File: config.mk
export PLATFORM = sky130hd
export DESIGN_NAME = peripheral_dac
export DESIGN_NICKNAME = d
export VERILOG_FILES = /design/src/rtl/peripheral_dac.sv
export SDC_FILE = /design/constraint.sdc
export NUM_CORES = 1
export LEC_CHECK = 0
export ABC_CLOCK_PERIOD_IN_PS = 4800
export BUFFER_PORTS_ARGS = -buffer_cell sky130_fd_sc_hd__buf_2
export CORE_AREA = 4 4 76 78
export DETAILED_ROUTE_END_ITERATION = 8
export DIE_AREA = 0 0 80 82
export PLACE_DENSITY = 0.54
export SETUP_SLACK_MARGIN = 0.1
export SLEW_MARGIN = 30
export SYNTH_ARGS = -nofsm -noshare
export SYNTH_HDL_FRONTEND = slang
export SYNTH_SLANG_ARGS = --single-unit
File: constraint.sdc
create_clock -name clk_in -period 4.8 [get_ports clk_in]
set_input_delay 0.96 -clock clk_in [delete_from_list [all_inputs] [get_ports clk_in]]
set_output_delay 0.96 -clock clk_in [all_outputs]
set_load 0.01 [all_outputs]
File: src/rtl/peripheral_dac.sv
// -----------------------------------------------------------------------------
// peripheral_dac
//
// Memory-mapped CPU peripheral that drives an external serial (SPI-style) DAC.
// The CPU writes a sample word and a start command. The block then shifts the
// sample out MSB-first on a divided serial clock, framed by an active-low sync.
// Busy and done status can be read back over the bus.
//
// Register map (addr):
//   0x0  W: data_reg <= d_in[DATA_W-1:0]     R: zero-extended data_reg
//   0x2  W: d_in[0]=1 requests a start       R: 0
//   0x4  W: ignored                          R: {6'b0, busy, done} (clears done)
//   others: writes ignored, reads return 0
//
// Optional feature (macro PERIPHERAL_DAC_AUTOSTART_EN):
//   When defined, a write to 0x0 while IDLE also starts a frame using the
//   newly written value. When undefined, only a write to 0x2 starts a frame.
//
// Parameters:
//   DATA_W   sample width in bits (1..8)
//   CLK_DIV  clk_in cycles per serial-clock half-period (>=1)
//
// Ports:
//   clk_in      system clock, rising edge
//   rst         asynchronous active-low reset
//   cs/wr/rd    bus select, write strobe and read strobe
//   addr        register address
//   d_in        bus write data
//   d_out       registered bus read data (0 when not reading)
//   dac_sclk    serial clock to the DAC, idles high
//   dac_din     serial data; the DAC samples it on the falling sclk edge
//   dac_sync_n  active-low frame select
//   done        transfer-complete flag (mirrors status bit 0)
// -----------------------------------------------------------------------------
module peripheral_dac #(
    parameter int DATA_W  = 8,
    parameter int CLK_DIV = 4
) (
    input  logic       clk_in,
    input  logic       rst,
    input  logic       cs,
    input  logic       wr,
    input  logic       rd,
    input  logic [3:0] addr,
    input  logic [7:0] d_in,
    output logic [7:0] d_out,
    output logic       dac_sclk,
    output logic       dac_din,
    output logic       dac_sync_n,
    output logic       done
);

    localparam int DIV_W = (CLK_DIV > 1) ? $clog2(CLK_DIV) : 1;
    localparam int BIT_W = $clog2(DATA_W + 1);

    localparam logic [DIV_W-1:0] DIV_LAST = DIV_W'(CLK_DIV - 1);
    localparam logic [BIT_W-1:0] BIT_LAST = BIT_W'(DATA_W);

    typedef enum logic [1:0] {
        IDLE,
        SHIFT,
        HOLD
    } state_t;

    state_t            state;
    state_t            state_next;

    logic              busy;
    logic              busy_next;
    logic              done_next;
    logic [DATA_W-1:0] data_reg;
    logic [DATA_W-1:0] data_next;
    logic [DATA_W-1:0] shift_reg;
    logic [DATA_W-1:0] shift_next;
    logic [DIV_W-1:0]  div_cnt;
    logic [DIV_W-1:0]  div_next;
    logic [BIT_W-1:0]  bit_cnt;
    logic [BIT_W-1:0]  bit_next;
    logic              sclk_next;
    logic              din_next;
    logic              sync_next;
    logic [7:0]        d_out_next;

    logic              wr_data;
    logic              wr_ctrl;
    logic              rd_hit;
    logic              start_req;
    logic [DATA_W-1:0] start_value;

    // Bus decode. The start request and the value it loads depend on whether
    // a data write is also allowed to launch a frame.
    always_comb begin
        wr_data = cs && wr && (addr == 4'h0);
        wr_ctrl = cs && wr && (addr == 4'h2);
        rd_hit  = cs && rd;
`ifdef PERIPHERAL_DAC_AUTOSTART_EN
        start_req   = (wr_ctrl && d_in[0]) || wr_data;
        start_value = wr_data ? d_in[DATA_W-1:0] : data_reg;
`else
        start_req   = wr_ctrl && d_in[0];
        start_value = data_reg;
`endif
    end

    // Register file: data_reg may be rewritten at any time because the frame
    // in flight shifts from its own copy. Read data is zero unless a read is
    // strobed; the status value returned is the one before this edge's clear.
    always_comb begin
        data_next  = wr_data ? d_in[DATA_W-1:0] : data_reg;
        d_out_next = 8'h00;
        if (rd_hit) begin
            case (addr)
                4'h0:    d_out_next = 8'(data_reg);
                4'h4:    d_out_next = {6'b0, busy, done};
                default: d_out_next = 8'h00;
            endcase
        end
    end

    // Transfer FSM and serial timing. The first SHIFT cycle (sync still high)
    // opens the frame with the MSB on the line. sclk toggles every CLK_DIV
    // cycles; the falling toggle counts a bit and advances the shift register,
    // and the rising toggle either presents the next bit or, once all DATA_W
    // bits have been clocked, closes the frame into HOLD. A done set on HOLD
    // exit takes priority over a status-read clear on the same edge.
    always_comb begin
        state_next = state;
        busy_next  = busy;
        done_next  = done;
        shift_next = shift_reg;
        div_next   = div_cnt;
        bit_next   = bit_cnt;
        sclk_next  = dac_sclk;
        din_next   = dac_din;
        sync_next  = dac_sync_n;

        if (rd_hit && (addr == 4'h4)) begin
            done_next = 1'b0;
        end

        case (state)
            IDLE: begin
                if (start_req) begin
                    state_next = SHIFT;
                    busy_next  = 1'b1;
                    done_next  = 1'b0;
                    shift_next = start_value;
                    div_next   = '0;
                    bit_next   = '0;
                end
            end

            SHIFT: begin
                if (dac_sync_n) begin
                    sync_next = 1'b0;
                    sclk_next = 1'b1;
                    din_next  = shift_reg[DATA_W-1];
                    div_next  = '0;
                end else if (div_cnt != DIV_LAST) begin
                    div_next = div_cnt + DIV_W'(1);
                end else begin
                    div_next = '0;
                    if (dac_sclk) begin
                        sclk_next  = 1'b0;
                        bit_next   = bit_cnt + BIT_W'(1);
                        shift_next = shift_reg << 1;
                    end else if (bit_cnt == BIT_LAST) begin
                        state_next = HOLD;
                        sclk_next  = 1'b1;
                        sync_next  = 1'b1;
                        din_next   = 1'b0;
                    end else begin
                        sclk_next = 1'b1;
                        din_next  = shift_reg[DATA_W-1];
                    end
                end
            end

            HOLD: begin
                if (div_cnt != DIV_LAST) begin
                    div_next = div_cnt + DIV_W'(1);
                end else begin
                    state_next = IDLE;
                    busy_next  = 1'b0;
                    done_next  = 1'b1;
                    div_next   = '0;
                    bit_next   = '0;
                end
            end

            default: begin
                state_next = IDLE;
                busy_next  = 1'b0;
                sclk_next  = 1'b1;
                sync_next  = 1'b1;
                din_next   = 1'b0;
                div_next   = '0;
                bit_next   = '0;
            end
        endcase
    end

    // State register. Reset aborts any frame in progress and parks the DAC
    // lines in their idle levels.
    always_ff @(posedge clk_in or negedge rst) begin
        if (!rst) begin
            state      <= IDLE;
            busy       <= 1'b0;
            done       <= 1'b0;
            data_reg   <= '0;
            shift_reg  <= '0;
            div_cnt    <= '0;
            bit_cnt    <= '0;
            dac_sclk   <= 1'b1;
            dac_din    <= 1'b0;
            dac_sync_n <= 1'b1;
            d_out      <= 8'h00;
        end else begin
            state      <= state_next;
            busy       <= busy_next;
            done       <= done_next;
            data_reg   <= data_next;
            shift_reg  <= shift_next;
            div_cnt    <= div_next;
            bit_cnt    <= bit_next;
            dac_sclk   <= sclk_next;
            dac_din    <= din_next;
            dac_sync_n <= sync_next;
            d_out      <= d_out_next;
        end
    end

endmodule
* Word level (Yosys, flattened, before mapping) *
Cells that the tools add are included.

storage, ports and cells
  output and inout bits = 12
  input bits = 17
  flip-flop bits (word level) = 37

operators by class
  reduce and logical (&&, ||, !) cells = 16
  add/sub/neg operators = 2
  bitwise logic cells = 2
  multiplexer cells = 45
  equal/unequal tests = 15

operator list
  operator             number
  $mux 8               5
  $pmux 8 s2           2
  $mux 4               5
  $mux 2               9
  $mux 1               16
  $ne 2x2->1 const B   8
  $pmux 2 s3           2
  $pmux 4 s3           1
  $reduce_and 5->1     2
  $pmux 1 s2           4
  $logic_and 1x1->1    6
  $ne 3x3->1 const B   2
  $reduce_and 3->1     2
  $reduce_and 6->1     1
  $add 4x1->4 const B  1
  $eq 4x2->1 const B   1
  $eq 4x3->1 const B   1
  $eq 4x4->1 const B   1
  $logic_not 4->1      1
  $pmux 1 s3           1
  $add 2x1->2 const B  1
  $eq 2x1->1 const B   1
  $eq 2x2->1 const B   1
  $logic_not 2->1      1
  other kinds (4)      5

* Logic depth before layout (Yosys ltp) *
  word-level depth = 6
  mapped depth = 8
  gate-level depth less buffers = 6

* Worst setup path after synthesis *
OpenSTA, ideal clock, no wires.

  kind = in2reg
  start point = in addr[3]
  end point = reg bit_cnt[2]
  required time = 4.674 ns
  setup time = 0.126 ns
  slack = 2.214 ns
  cell stages on the path = 6
  arrival = 2.460 ns
  path buffers = 2
  path through = or3b_4 o21a_1 buf_6 or3_1 buf_2 a221o_1

between the ends
  longest elaborated chain between the ends = 5

ends and longest elaborated chain
  element                            RTL line  text
  start: declaration                 44        input logic [3:0] addr,
  $eq 4x2->1                         94        wr_ctrl = cs && wr && (addr == 4'h2);
  $logic_and 1x1->1                  94
  $logic_and 1x1->1                  100       start_req = wr_ctrl && d_in[0];
  $ne 2x2->1 (no source line)        --
  $reduce_and 5->1 (no source line)  --
  end signal: assignment             225       bit_cnt <= bit_next;
  end: declaration                   77        logic [BIT_W-1:0] bit_cnt;

No other way between the ends.
A chain may end at the register's enable or synchronous reset.

* Final worst setup path *
Ends and elaborated chain as after synthesis.

==> results.yml <==
worst_setup_path:
  cp_data_required_time_ns: 4.98
  cp_num_buf_inv: 1
  path_cells: "buf_2 -> or3b_4 -> o21a_1 -> or3_1 -> a221o_1"
  slowest_stage: "or3_1"
  critPathMaxFanout: 10
  end_kind: "register"
  cp-start-kind: "primary input"
  arrival_ns: 2.61
  crit_family: "simple AND/OR/NAND/NOR gates"
  crit_type: "primary input to register"
  cpPeakStageDelay_ns: 0.48
synth:
  ys_seq_area_frac: 0.530
  syn_area_per_cell_um2: 12.0
  synthArstFlopShare: 1.00
  ys_types: 37
  synth_seq_cells: 37
  synthFlopType: "dfrtp_1"
  synth_nets: 169
  syn_inst: 146
  synth-edff-count: 0
  yosysWarningCount: 0
  synth.cell_area_um2: 1750
finish:
  design_area_um2: 2040
  nNetsFinal: 199
  n_antenna_cell: 0
  drive_gt1_frac: 0.373
  final_common_cell: "dfrtp_1"
  area_growth_pct: 16.7
  fill_cells: 517
  final_cell_mix: "dfrtp_1 (35), buf_2 (27), mux2_2 (24), inv_1 (9), nand2_1 (8)"
clocking:
  htree_num_levels: 2
  clk_latency_ns: 0.29
  cts_hold_buffers: 0
  cts_tree: "done"
  postCtsResizedCells: 0
  path_clk_slew_ns: 0.08
  post_cts_buffers: 0
  clock_sinks: 37
  cts_buffers: 5
  cts_root_buf: "clkbuf_8"
  clk_path_buf_depth: 2
outcome:
  outcome: "finished, final reports clean"
floorplan:
  io_pins: 29
  rows: 26
  start_util: 0.345
  die_x_um: 80
  dieHeight_um: 82
  dieArea_um2: 6560
  core_um2: 5070
sta:
  slew_headroom: 0.504
  tightest_slew_ns: 0.744
  rsz0062_at_grt: "false"
  skew_ns: 0.00719
  min_period_over_period: 0.507
  setup_viol: 0
  period_needed_ns: 2.43
  max_freq_ghz: 0.411
  final-hold-violation-count: 0
  fin_setup_tns_ns: 0
  drv_slew: 0
power:
  p_leak_nw: 1.04
  p_per_area_nw_per_um2: 292
  irDropWorstVdd_mv: 0.186
grt:
  overflow: 0
  antenna_found_initial: 0
  grt_max_degree: 38
  grt_pass1_wl_mm: 5.91
  grt_pass1_vias: 1281
  grt_usage: 0.117
detailed_routing:
  vias: 1198
  drtAntennaViolNets: 0
  first_pass_iters: 4
  wirelength_mm: 3.44
  dr.first_iter.drc_count: 75
  drc: 0
  routedWlPerCell_um: 13.9
  via_per_inst: 4.85
placement:
  hpwlAfterDp_mm: 2.47
  gp_congestion: 0.751
  placed_cell_area_um2: 1950
  io_buffer_count: 28
hold_path:
  min_path_type: "register to register"
job:
  maxCapViolations: 0
[cells by family after synthesis]
kind of cell / share of synthesized area
AND/OR/NAND/NOR: 0.124
flip-flops: 0.530
multiplexers: 0.183
AO/OA/AOI/OAI: 0.0857
buffers and inverters: 0.0350
adder cells (fa/ha/maj): 0.0429
[final timing paths]
path                             from            to  slack (ns)  cells past startpoint
setup / recovery              addr[3]    bit_cnt[2]        2.37                      5
hold / removal             div_cnt[1]    div_cnt[1]        0.50                      2
setup reg to reg             state[1]  shift_reg[2]        2.61                      6
hold reg to reg            div_cnt[1]    div_cnt[1]        0.50                      2
max in group asynchronous         rst    dac_sync_n        3.83                      1
min in group asynchronous         rst       dac_din        0.62                      1
[area by class of cell]
cell class / instances / area (um^2) / share of cell area
sequential: 37 / 928 / 0.454
multi-input combinational: 95 / 762 / 0.373
timing repair buffer: 28 / 143 / 0.0698
tap: 70 / 87.6 / 0.0428
clock buffer: 5 / 68.8 / 0.0337
inverter: 9 / 33.8 / 0.0165
clock inverter: 3 / 21.3 / 0.0104
[per-layer routing]
layer,GRT usage,routed length [um],up-vias
li1,-,-,578
met1,0.137,1560,596
met2,0.203,1720,19
met3,0.0307,124,5
met4,0.0473,38,0
met5,0,0,-
[power breakdown]
group	total (mW)	internal, mW	switching (mW)
registers	0.337	0.327	0.0101
logic	0.0364	0.0196	0.0168
clock network	0.223	0.103	0.120
[through the flow]
stage / worst slack [ns] / utilization / std cells / power [mW] / hold slack (ns)
global route: 2.33 / 0.403 / 247 / 0.627 / 0.529
finish: 2.37 / 0.403 / 247 / 0.596 / 0.502
detailed placement: 2.07 / 0.385 / 239 / 0.381 / 0.484
CTS: 2.38 / 0.402 / 247 / 0.606 / 0.502
floorplan: 2.21 / - / 146 / 0.359 / 0.451
global placement: 2.10 / 0.385 / 239 / 0.379 / 0.474
[worst reg2reg max path, stage by stage (launching register included)]
cell and delay (ns):
dfrtp_1 0.39, inv_1 0.09, ha_1 0.64, inv_1 0.19
nor2_1 0.15, o21ba_2 0.26, mux2_2 0.36
[cell usage after synthesis, types with 2 or more instances]
cell type  number  area share
a21oi_1         3      0.0086
mux2_2         24        0.15
clkbuf_1        2      0.0043
nor3_1          3      0.0086
nor2_1          6       0.013
dfstp_2         2       0.030
o41ai_1         2       0.010
mux2i_1         5       0.029
dfrtp_1        35        0.50
nand2b_1        2      0.0071
nor4_1          2      0.0071
nand2_1         8       0.017
or3_1           2      0.0071
o21a_1          2      0.0086
nor2b_1         2      0.0071
ha_1            6       0.043
and2_1          7       0.025
nand3_1         2      0.0057
inv_1           9       0.019
o21ai_0         5       0.014
Note: power is estimated with default switching activity, not from simulation.
